==> config.mk <==
export PLATFORM = sky130hd
export DESIGN_NAME = usb_port_arbiter
export DESIGN_NICKNAME = d
export VERILOG_FILES = /design/src/rtl/usb_port_arbiter.sv
export SDC_FILE = /design/constraint.sdc
export NUM_CORES = 1
export LEC_CHECK = 0
export ABC_AREA = 1
export CORE_MARGIN = 2
export CORE_UTILIZATION = 50
export DETAILED_ROUTE_END_ITERATION = 8
export GPL_TIMING_DRIVEN = 0
export HOLD_SLACK_MARGIN = 0.1
export PLACE_DENSITY_LB_ADDON = 0.12
export SYNTH_ARGS = -nofsm -noshare
export SYNTH_HDL_FRONTEND = slang
export SYNTH_SLANG_ARGS = --single-unit
==> constraint.sdc <==
create_clock -name clock -period 3.3 [get_ports clock]
set_input_delay 0.66 -clock clock [delete_from_list [all_inputs] [get_ports clock]]
set_output_delay 0.66 -clock clock [all_outputs]
set_load 0.02 [all_outputs]
==> src/rtl/usb_port_arbiter.sv <==
// usb_port_arbiter
//   Round-robin arbiter that lets NUM_PORTS downstream requesters share one
//   upstream transmit stream, one whole packet at a time.
//   Optional build macro: USB_ARB_TIMEOUT_EN enables the stall watchdog
//   (grant revoked with an abort pulse after TIMEOUT_CYCLES beat-less cycles).
//
// Ports
//   clock, reset         single clock, synchronous active-high reset
//   port_req             per-port packet request
//   port_data            per-port beat data, port i at [i*DATA_WIDTH +: DATA_WIDTH]
//   port_val, port_last  per-port beat valid / final beat of packet
//   port_ready           beat accept, driven only toward the granted port
//   grant                registered one-hot grant
//   out_data/val/last    muxed stream toward the upstream transmitter
//   out_ready            upstream accept
//   busy                 high whenever the arbiter is not idle
//   abort                one-cycle pulse when a grant is revoked by timeout
//   beat_count           beats accepted in the current packet, saturating
module usb_port_arbiter #(
  parameter int unsigned NUM_PORTS      = 2,
  parameter int unsigned DATA_WIDTH     = 8,
  parameter int unsigned GAP_CYCLES     = 2,
  parameter int unsigned TIMEOUT_CYCLES = 255
) (
  input  logic                            clock,
  input  logic                            reset,
  input  logic [NUM_PORTS-1:0]            port_req,
  input  logic [NUM_PORTS*DATA_WIDTH-1:0] port_data,
  input  logic [NUM_PORTS-1:0]            port_val,
  input  logic [NUM_PORTS-1:0]            port_last,
  output logic [NUM_PORTS-1:0]            port_ready,
  output logic [NUM_PORTS-1:0]            grant,
  output logic [DATA_WIDTH-1:0]           out_data,
  output logic                            out_val,
  output logic                            out_last,
  input  logic                            out_ready,
  output logic                            busy,
  output logic                            abort,
  output logic [15:0]                     beat_count
);

  localparam int unsigned IDX_W = (NUM_PORTS > 1) ? $clog2(NUM_PORTS) : 1;

  typedef enum logic [1:0] {
    IDLE = 2'd0,
    XFER = 2'd1,
    GAP  = 2'd2
  } state_t;

  state_t             state;
  logic [IDX_W-1:0]   last_grant;
  logic [3:0]         gap_cnt;

  logic [IDX_W-1:0]   cand_idx;
  logic [IDX_W-1:0]   pick_idx;
  logic [NUM_PORTS-1:0] pick_oh;
  logic               found;
  logic               beat;

`ifdef USB_ARB_TIMEOUT_EN
  logic [15:0]        stall_cnt;
`else
  localparam int unsigned timeout_cycles_unused = TIMEOUT_CYCLES;
`endif

  // Search starts one past the previous winner and wraps, so the previous
  // winner is considered last.
  always_comb begin
    found    = 1'b0;
    pick_idx = '0;
    pick_oh  = '0;
    cand_idx = '0;
    for (int unsigned k = 1; k <= NUM_PORTS; k++) begin
      cand_idx = IDX_W'((32'(last_grant) + k) % NUM_PORTS);
      if (!found && port_req[cand_idx]) begin
        found    = 1'b1;
        pick_idx = cand_idx;
      end
    end
    pick_oh[pick_idx] = found;
  end

  // Stream mux: only the granted port is visible, and only while in XFER.
  always_comb begin
    out_data   = '0;
    out_val    = 1'b0;
    out_last   = 1'b0;
    port_ready = '0;
    if (state == XFER) begin
      for (int unsigned i = 0; i < NUM_PORTS; i++) begin
        if (grant[i]) begin
          out_data      = port_data[i*DATA_WIDTH +: DATA_WIDTH];
          out_val       = port_val[i];
          out_last      = port_last[i];
          port_ready[i] = out_ready;
        end
      end
    end
  end

  assign beat = (state == XFER) && out_val && out_ready;
  assign busy = (state != IDLE);

  always_ff @(posedge clock) begin
    if (reset) begin
      state      <= IDLE;
      grant      <= '0;
      last_grant <= IDX_W'(NUM_PORTS - 1);
      gap_cnt    <= '0;
      abort      <= 1'b0;
      beat_count <= '0;
`ifdef USB_ARB_TIMEOUT_EN
      stall_cnt  <= '0;
`endif
    end else begin
      abort <= 1'b0;
      unique case (state)
        IDLE: begin
          if (found) begin
            grant      <= pick_oh;
            last_grant <= pick_idx;
            beat_count <= '0;
`ifdef USB_ARB_TIMEOUT_EN
            stall_cnt  <= '0;
`endif
            state      <= XFER;
          end else begin
            grant <= '0;
          end
        end

        XFER: begin
          if (beat) begin
            if (beat_count != 16'hFFFF) beat_count <= beat_count + 16'd1;
`ifdef USB_ARB_TIMEOUT_EN
            stall_cnt <= '0;
`endif
            if (out_last) begin
              state   <= GAP;
              grant   <= '0;
              gap_cnt <= '0;
            end
          end
`ifdef USB_ARB_TIMEOUT_EN
          // This cycle is the TIMEOUT_CYCLES-th stall: revoke the grant.
          else if (stall_cnt == 16'(TIMEOUT_CYCLES - 1)) begin
            stall_cnt <= stall_cnt + 16'd1;
            abort     <= 1'b1;
            state     <= GAP;
            grant     <= '0;
            gap_cnt   <= '0;
          end else begin
            stall_cnt <= stall_cnt + 16'd1;
          end
`endif
        end

        GAP: begin
          if (gap_cnt == 4'(GAP_CYCLES - 1)) begin
            state   <= IDLE;
            gap_cnt <= '0;
          end else begin
            gap_cnt <= gap_cnt + 4'd1;
          end
        end

        default: begin
          state <= IDLE;
          grant <= '0;
        end
      endcase
    end
  end

endmodule
Word-level counts from Yosys, hierarchy flattened
Cells that the tools add are included.

Bits in registers: 25. Input port bits: 25.

Add/subtract/negate cells: 4. $lt $le $gt $ge: 4. Equal/unequal tests: 9. Multiplexer cells: 39. Bitwise operators: 2. Reductions and logical operators: 14.

Operator list (count): two-way mux 16 bit (3); one-hot mux 16 bit (2 select lines) (1); two-way mux 8 bit (3); two-way mux 1 bit (17); adder 16 x 1 -> 16 bit, second input constant (1); two-way mux 2 bit (8); != test 16 bit, second input constant (1); two-way mux 4 bit (3); one-hot mux 2 bit (3 select lines) (2); != test 2 bit, second input constant (4); one-hot mux 4 bit (2 select lines) (1); AND reduction 4 bit (2); < comparator 1 x 2 -> 1 bit, second input constant (3); AND reduction 3 bit (2); nonzero test 2 bit (3); adder 4 x 1 -> 4 bit, second input constant (1); == test 4 x 1 -> 1 bit, second input constant (1); logical AND 1 bit (4); adder 1 bit, second input constant (2); bitwise AND 2 bit (1); == test 2 x 1 -> 1 bit, second input constant (1); == test 2 bit, second input constant (1); zero test 2 bit (1); != test 2 x 1 -> 1 bit, second input constant (1); 5 further kinds (5).

Logic depth before layout (Yosys ltp)
Gate-level depths: netlist of run 1.

Depth in word-level cells: 14. Gate-level depth with buffers: 11. Gate-level depth less buffers: 10.

Worst setup path after synthesis of run 1
Ideal clock, no wire load.

Path type: reg2out. From: register grant[1]. To: output port out_last. Arrival: 1223 ps. Required time: 2640 ps. Setup slack: 1417 ps. Cell stages (with the launch flop): 5. Cell sequence: dfxtp_1 buf_2 nand2_1 a21boi_2 nor2_1.

Word-level cells in the longest chain between the ends: 2.

RTL lines: start, declared (line 32) `output logic [NUM_PORTS-1:0] grant,`; start signal, assigned (line 120) `grant <= pick_oh;`; two-way mux 1 bit (line 91) `if (grant[i]) begin`; two-way mux 1 bit (line 89) `if (state == XFER) begin`; end, declared (line 35) `output logic out_last,`.

Every way passes these cells.

Final worst setup path of run 1
From: register state[0]. To: output port out_data[1].

Word-level cells in the longest chain between the ends: 2.

RTL lines: start, declared (line 50) `state_t state;`; start signal, assigned (line 106) `state <= IDLE;`; start signal, assigned (line 126) `state <= XFER;`; start signal, assigned (line 139) `state <= GAP;`; == test 2 x 1 -> 1 bit (line 89); two-way mux 8 bit (line 89); end, declared (line 33) `output logic [DATA_WIDTH-1:0] out_data,`.

Every way passes these cells.

==> results of run 1 <==
[state kept, by name, summed over array words and instances (netlist names)]
name	count
grant	2
gap_cnt	4
beat_count	16
last_grant	1
state	2
[tightest hold or removal path, delay by kind of cell (launching register included)]
kind | cells | cell delay, ns
AOI/OAI and AO/OA | 1 | 0.05
and+or+nand+nor | 1 | 0.07
DFF | 1 | 0.35
[cells in the mapped netlist (3+ instances only)]
cell / n / area (um^2)
sky130_fd_sc_hd__nand2_1: 74 / 278
sky130_fd_sc_hd__a21oi_1: 11 / 55.1
sky130_fd_sc_hd__nor2_1: 41 / 154
sky130_fd_sc_hd__nand3_1: 22 / 110
sky130_fd_sc_hd__dfxtp_1: 25 / 500
sky130_fd_sc_hd__nor3_1: 3 / 15.0
sky130_fd_sc_hd__nand3b_1: 5 / 37.5
sky130_fd_sc_hd__inv_1: 43 / 161
sky130_fd_sc_hd__o21ai_0: 10 / 50.1
sky130_fd_sc_hd__nand4_1: 6 / 37.5
sky130_fd_sc_hd__ha_1: 3 / 37.5
sky130_fd_sc_hd__a22oi_1: 8 / 60.1
sky130_fd_sc_hd__buf_2: 5 / 25.0
sky130_fd_sc_hd__nor2_2: 9 / 56.3
[layer usage]
metal / track usage / vias up / routed length, um
li1: - / 1022 / -
met1: 0.311 / 880 / 2140
met2: 0.426 / 57 / 2100
met3: 0.0500 / 10 / 263
met4: 0.0861 / 0 / 76
met5: 0 / - / 0
[stage by stage]
| stage | util | setup slack, ns | std cells | cell area, um^2 | total power [W] |
|---|---|---|---|---|---|
| 6_report | 0.714 | 0.445 | 393 | 2380 | 0.000755 |
| 3_3_place_gp | 0.705 | 0.586 | 389 | 2350 | 0.000611 |
| 3_5_place_dp | 0.705 | 0.580 | 389 | 2350 | 0.000617 |
| 4_1_cts | 0.714 | 0.436 | 393 | 2380 | 0.000760 |
| 2_1_floorplan | - | 1.42 | 288 | 1750 | 0.000507 |
| 5_1_grt | 0.714 | 0.300 | 393 | 2380 | 0.000803 |
[worst paths after layout]
check,start,to,slack (ns),cells past startpoint
worst max-delay path,state[0]$_SDFFE_PP0P_,out_data[1],0.44,7
worst min-delay path,gap_cnt[3]$_SDFFE_PP0P_,gap_cnt[3]$_SDFFE_PP0P_,0.50,2
worst max register to register,beat_count[0]$_SDFFE_PP0P_,beat_count[7]$_SDFFE_PP0P_,1.70,10
worst min register to register,gap_cnt[3]$_SDFFE_PP0P_,gap_cnt[3]$_SDFFE_PP0P_,0.50,2
[cells by family after synthesis]
kind of cell    after synthesis  synth area share
compound gates               35             0.120
buf+inv                      56             0.137
simple gates                166             0.422
fa+ha+maj                     3            0.0215
flops                        25             0.287
other cells                   1           0.00215
xor+xnor                      2            0.0100
[power by group through the flow]
stage	Clock, W	Combinational, W	Sequential [W]
after CTS	0.000149	0.000274	0.000337
after global placement	0	0.000268	0.000343
after global routing	0.000162	0.000302	0.000340
final	0.000144	0.000274	0.000337
after floorplan	0	0.000151	0.000356
after detailed placement	0	0.000273	0.000344
[area by class of cell]
type / instances / share of cell area
Inverter: 45 / 0.0709
Tap cell: 46 / 0.0241
Multi-Input combinational cell: 207 / 0.422
Timing Repair Buffer: 55 / 0.231
Clock buffer: 3 / 0.00945
Buffer: 11 / 0.0294
Clock inverter: 1 / 0.00315
Sequential cell: 25 / 0.210
==> metrics.log, run 1 <==
INFO  metric post-route-drc-count = 0
INFO  metric power.net_switching = roughly 0.00027 W
INFO  metric post_route_cells_drive_above_1_share = 0.0865
INFO  metric die_area = a little under 4000 um^2
INFO  metric routed_wirelength = between 4000 and 5000 um
INFO  metric power.leakage = approximately 0.97 nW
INFO  metric clockBufferDepth = 2
INFO  metric ys.warnings.count = 0
INFO  metric insertion_delay_of_the_later_clocked_pin_in_the_worst_skew_pair = 0.33 ns
INFO  metric ant_nets = 0
INFO  metric critical_path.cell_chain = inv_2 > nor2_2 > inv_1 > buf_2 > buf_1 > nor2_1 > clkdlybuf4s50_1
INFO  metric outcome = finished, final reports clean
INFO  metric dr_total_vias = between 1500 and 2000
INFO  metric post-route-period-util = 0.865
INFO  metric initialDrtViolationCount = 98
INFO  metric detail_route.vias_per_cell = 5.01
INFO  metric firstDrtPassIters = 4
INFO  metric category_of_cells_accounting_for_the_largest_share_of_critical_path_delay = buffers and inverters
INFO  metric critical_path_peak_fanout = 10
INFO  metric slew_violations = 0
INFO  metric hold_removal_path_class = flip-flop to flip-flop
INFO  metric globalplace.congestion = 0.892
INFO  metric crit_arrival = ~2.2 ns
INFO  metric cts_htree_levels = 1
INFO  metric synth_sequential_area_ratio = 0.287
INFO  metric p_clk_frac = 0.191
INFO  metric numCtsBuffers = 3
INFO  metric ys_dominant_reg_cell = sky130_fd_sc_hd__dfxtp_1
INFO  metric io_pins = 57
INFO  metric hold_buffers = 0
INFO  metric finalHoldWorstSlack = around 0.50 ns
INFO  metric p_comb_frac = 0.363
INFO  metric die-height = roughly 63 um
INFO  metric cts.clk_slew.worst_paths = roughly 0.14 ns
INFO  metric synth_cell_types = 33
INFO  metric synthesis.area = approximately 1700 um^2
INFO  metric areaGrowthSynthToFinish = 36.6%
INFO  metric grt_first_pass_wirelength = 8120 um
INFO  metric diodes = 0
INFO  metric finalClockSkew = between 0.003 and 0.004 ns
INFO  metric track_usage = 0.249
INFO  metric final_setup_fails = 0
INFO  metric report.final.hold_viol_count = 0
INFO  metric syn-num-nets = ~320
INFO  metric post_drt_wl_per_cell = between 10 and 15 um
INFO  metric cp_slowest_stage_delay = about 0.62 ns
INFO  metric filler_cell_count = around 320
INFO  metric cts_tree = done
INFO  metric core-area = 3340 um^2
INFO  metric global_route.overflow_total = 0
INFO  metric layout.nets = 376
INFO  metric max_freq = roughly 350 MHz
INFO  metric critical_path.n_buffers_inverters = 5
INFO  metric timing.critical_path.from_type = flip-flop
INFO  metric commonest_cells_after_routing_fill_and_taps_aside = sky130_fd_sc_hd__nand2_1 (74), sky130_fd_sc_hd__clkdlybuf4s50_1 (55), sky130_fd_sc_hd__inv_1 (43)
INFO  metric pwr-share-seq = 0.446
INFO  metric cp.required = 2.64 ns
INFO  metric criticalPathCategory = flip-flop to output port
INFO  metric cts-root-buf = sky130_fd_sc_hd__clkbuf_4
INFO  metric port_buffers = 55
INFO  metric sequential_cell_area = around 500 um^2
INFO  metric syn_avg_cell_area = 6.06 um^2
INFO  metric layout.cells.most_common = sky130_fd_sc_hd__nand2_1
INFO  metric maxCapViolations = 0
INFO  metric postCtsSetupBuffers = 0
INFO  metric syn-instance-count = approximately 290
INFO  metric detailed_place_hpwl = between 3000 and 4000 um
INFO  metric power_per_cell_area = between 300 and 400 nW/um^2
INFO  metric kind_of_capture_point_of_the_worst_setup_path = output port
INFO  metric floorplan.initialDensity = 0.523
INFO  metric fin_tns_setup = 0 ns
INFO  metric yosys_register_bits = 25
INFO  metric clock_sink_count = 25
INFO  metric power.ir.vdd_worst = 0.328 mV
INFO  metric p_int = slightly below 0.0005 W
INFO  metric switching_share = 0.356
INFO  metric rsz0062_at_grt = no
INFO  metric cp_slowest_cell = sky130_fd_sc_hd__clkdlybuf4s50_1
INFO  metric pin_count_of_the_biggest_net_entering_global_routing = 16
INFO  metric std_cell_rows = 21
INFO  metric antenna_found_initial = 0
INFO  metric ys_async_sr_fraction = 0
INFO  metric combined_area_of_the_multi_input_logic_cells = 1010 um^2
INFO  metric synth_enable_flop_cells = 0
INFO  metric die_w = about 63 um
INFO  metric grt_pass1_vias = around 1900
INFO  metric finalWorstPathRequiredPeriod = 2.86 ns
INFO  metric cts_repair_resize_count = 0
No activity file was read; power rests on OpenSTA's default activity.
==> run 2: changes to the inputs <==
--- a/config.mk
+++ b/config.mk
@@ -6,7 +6,6 @@
 export NUM_CORES = 1
 export LEC_CHECK = 0
 export ABC_AREA = 1
-export CORE_MARGIN = 2
 export CORE_UTILIZATION = 50
 export DETAILED_ROUTE_END_ITERATION = 8
 export GPL_TIMING_DRIVEN = 0
==> run 2 against run 1 <==
Critical endpoint is now out_data[4]. Global-route usage up 1.6 points. Largest cell class unchanged. Clock skew fell by 0.0013 ns. Die area down 6.2%. First-iteration DRC count increased by 4.1%. Critical path depth stayed put. Cell area is the same.
==> metrics.log, run 2 (same netlist as run 1, synthesis figures left out) <==
INFO  metric outcome = finished, final reports clean
INFO  metric commonest_cells_after_routing_fill_and_taps_aside = sky130_fd_sc_hd__nand2_1 (74), sky130_fd_sc_hd__clkdlybuf4s50_1 (55), sky130_fd_sc_hd__inv_1 (43)
INFO  metric post-route-period-util = 0.853
INFO  metric ant_nets = 0
INFO  metric sequential_cell_area = around 500 um^2
INFO  metric cp_slowest_stage_delay = roughly 0.6 ns
INFO  metric core-area = between 3000 and 4000 um^2
INFO  metric firstDrtPassIters = 4
INFO  metric finalWorstPathRequiredPeriod = roughly 2.8 ns
INFO  metric detailed_place_hpwl = 3500 um
INFO  metric port_buffers = 55
INFO  metric global_route.overflow_total = 0
INFO  metric power_per_cell_area = roughly 320 nW/um^2
INFO  metric r2r_endpoint = beat_count[10]$_SDFFE_PP0P_
INFO  metric criticalPathCategory = flip-flop to output port
INFO  metric report.final.hold_viol_count = 0
INFO  metric dr_total_vias = 1940
INFO  metric cts.clk_slew.worst_paths = roughly 0.14 ns
INFO  metric grt_first_pass_wirelength = 7470 um
INFO  metric grt_pass1_vias = roughly 1700
INFO  metric r2r_slack = 1.72 ns
INFO  metric slew_violations = 0
INFO  metric cp_slowest_cell = sky130_fd_sc_hd__clkdlybuf4s50_1
INFO  metric maxCapViolations = 0
INFO  metric cts_tree = done
INFO  metric cts_htree_levels = 1
INFO  metric clock_sink_count = 25
INFO  metric initialDrtViolationCount = approximately 100
INFO  metric antenna_found_initial = 0
INFO  metric fin_tns_setup = 0 ns
INFO  metric timing.hold.worst.start = gap_cnt[3]$_SDFFE_PP0P_
INFO  metric critPathLaunch = state[0]$_SDFFE_PP0P_
INFO  metric layout.nets = 376
INFO  metric post_drt_wl_per_cell = 11.5 um
INFO  metric final_setup_fails = 0
INFO  metric areaGrowthSynthToFinish = 36.6%
INFO  metric finalClockSkew = about 0.0021 ns
INFO  metric cp.required = 2.64 ns
INFO  metric hold_removal_path_class = flip-flop to flip-flop
INFO  metric post-route-drc-count = 0
INFO  metric rr_worst_depth = 9
INFO  metric whs_endpoint = gap_cnt[3]$_SDFFE_PP0P_
INFO  metric numCtsBuffers = 3
INFO  metric r2r-start = beat_count[0]$_SDFFE_PP0P_
INFO  metric max_freq = roughly 360 MHz
INFO  metric cts_repair_resize_count = 0
INFO  metric detail_route.vias_per_cell = ~5
INFO  metric clockBufferDepth = 2
INFO  metric critical_path.cell_chain = inv_2 > nor2_2 > inv_1 > buf_2 > buf_1 > nor2_1 > clkdlybuf4s50_1
INFO  metric crit_arrival = between 2 and 2.5 ns
INFO  metric detail_route.wirelength.met1 = 2140 um
INFO  metric post_route_cells_drive_above_1_share = 0.0865
INFO  metric io_pins = 57
INFO  metric top_signal_layer_used = met4
INFO  metric floorplan.initialDensity = 0.523
INFO  metric routed-wl-met2 = slightly above 2000 um
INFO  metric std_cell_rows = 21
INFO  metric pin_count_of_the_biggest_net_entering_global_routing = 16
INFO  metric insertion_delay_of_the_later_clocked_pin_in_the_worst_skew_pair = between 0.3 and 0.4 ns
INFO  metric fin_util = 0.714
INFO  metric kind_of_capture_point_of_the_worst_setup_path = output port
INFO  metric hold_buffers = 0
INFO  metric routed_wirelength = 4530 um
INFO  metric wl_met3 = approximately 280 um
INFO  metric timing.critical_path.from_type = flip-flop
INFO  metric power.ir.vdd_worst = a little over 0.3 mV
INFO  metric die-height = around 61 um
INFO  metric combined_area_of_the_multi_input_logic_cells = roughly 1000 um^2
INFO  metric power.leakage = between 0.9 and 1 nW
INFO  metric die_w = 61.1 um
INFO  metric max_flop_register = beat_count
INFO  metric track_usage = 0.265
INFO  metric cts-root-buf = sky130_fd_sc_hd__clkbuf_4
INFO  metric critical_path_peak_fanout = 10
INFO  metric die_area = between 3000 and 4000 um^2
INFO  metric holdPathStages = 2
INFO  metric layout.cells.most_common = sky130_fd_sc_hd__nand2_1
INFO  metric rsz0062_at_grt = no
INFO  metric biggestRegsByFlops = beat_count x16, gap_cnt x4
INFO  metric filler_cell_count = 295
INFO  metric diodes = 0
INFO  metric postCtsSetupBuffers = 0
INFO  metric globalplace.congestion = approximately 0.9
INFO  metric number_of_flip_flops_in_the_largest_register = 16
[run 2: cell counts in the layout (fill, tap and decap cells not counted)]
Identical to the previous run, type by type.
[run 2: worst max-delay path, delay by kind of cell (launching register included)]
family	cells	cell delay [ns]
flops	1	0.42
simple gates	2	0.27
buf+inv	5	1.14
[run 2: cell type report]
cell class	instances	share of cell area
clock buffer	3	0.00945
tap	46	0.0241
buffer	11	0.0294
multi-input combinational	207	0.422
inverter	45	0.0709
sequential	25	0.210
timing repair buffer	55	0.231
clock inverter	1	0.00315
[run 2: how the worst max path moves through the flow]
stage / endpoint / slack, ns / cells after the start
2_1_floorplan: out_last / 1.42 / 4
3_3_place_gp: out_last / 0.60 / 5
3_5_place_dp: out_last / 0.59 / 5
4_1_cts: out_val / 0.45 / 7
5_1_grt: out_data[7] / 0.31 / 7
6_report: out_data[4] / 0.49 / 7
[run 2: per-layer routing]
layer  vias up  track usage
met1       848        0.357
met4         0       0.0779
li1       1029            -
met2        54        0.436
met5         -            0
met3         9       0.0441
[run 2: where the power goes]
part | switching [W] | internal [W] | total, W
logic | 0.000151 | 0.000121 | 0.000272
registers | 0.0000179 | 0.000318 | 0.000336
clock network | 0.0000983 | 0.0000465 | 0.000145
[run 2: stage by stage]
stage	total power [W]	area, um^2	instances	hold WS [ns]	worst slack, ns
2_1_floorplan	0.000507	1750	288	0.454	1.42
3_3_place_gp	0.000610	2350	389	0.470	0.597
3_5_place_dp	0.000615	2350	389	0.481	0.590
4_1_cts	0.000759	2380	393	0.503	0.451
5_1_grt	0.000803	2380	393	0.512	0.306
6_report	0.000752	2380	393	0.510	0.487
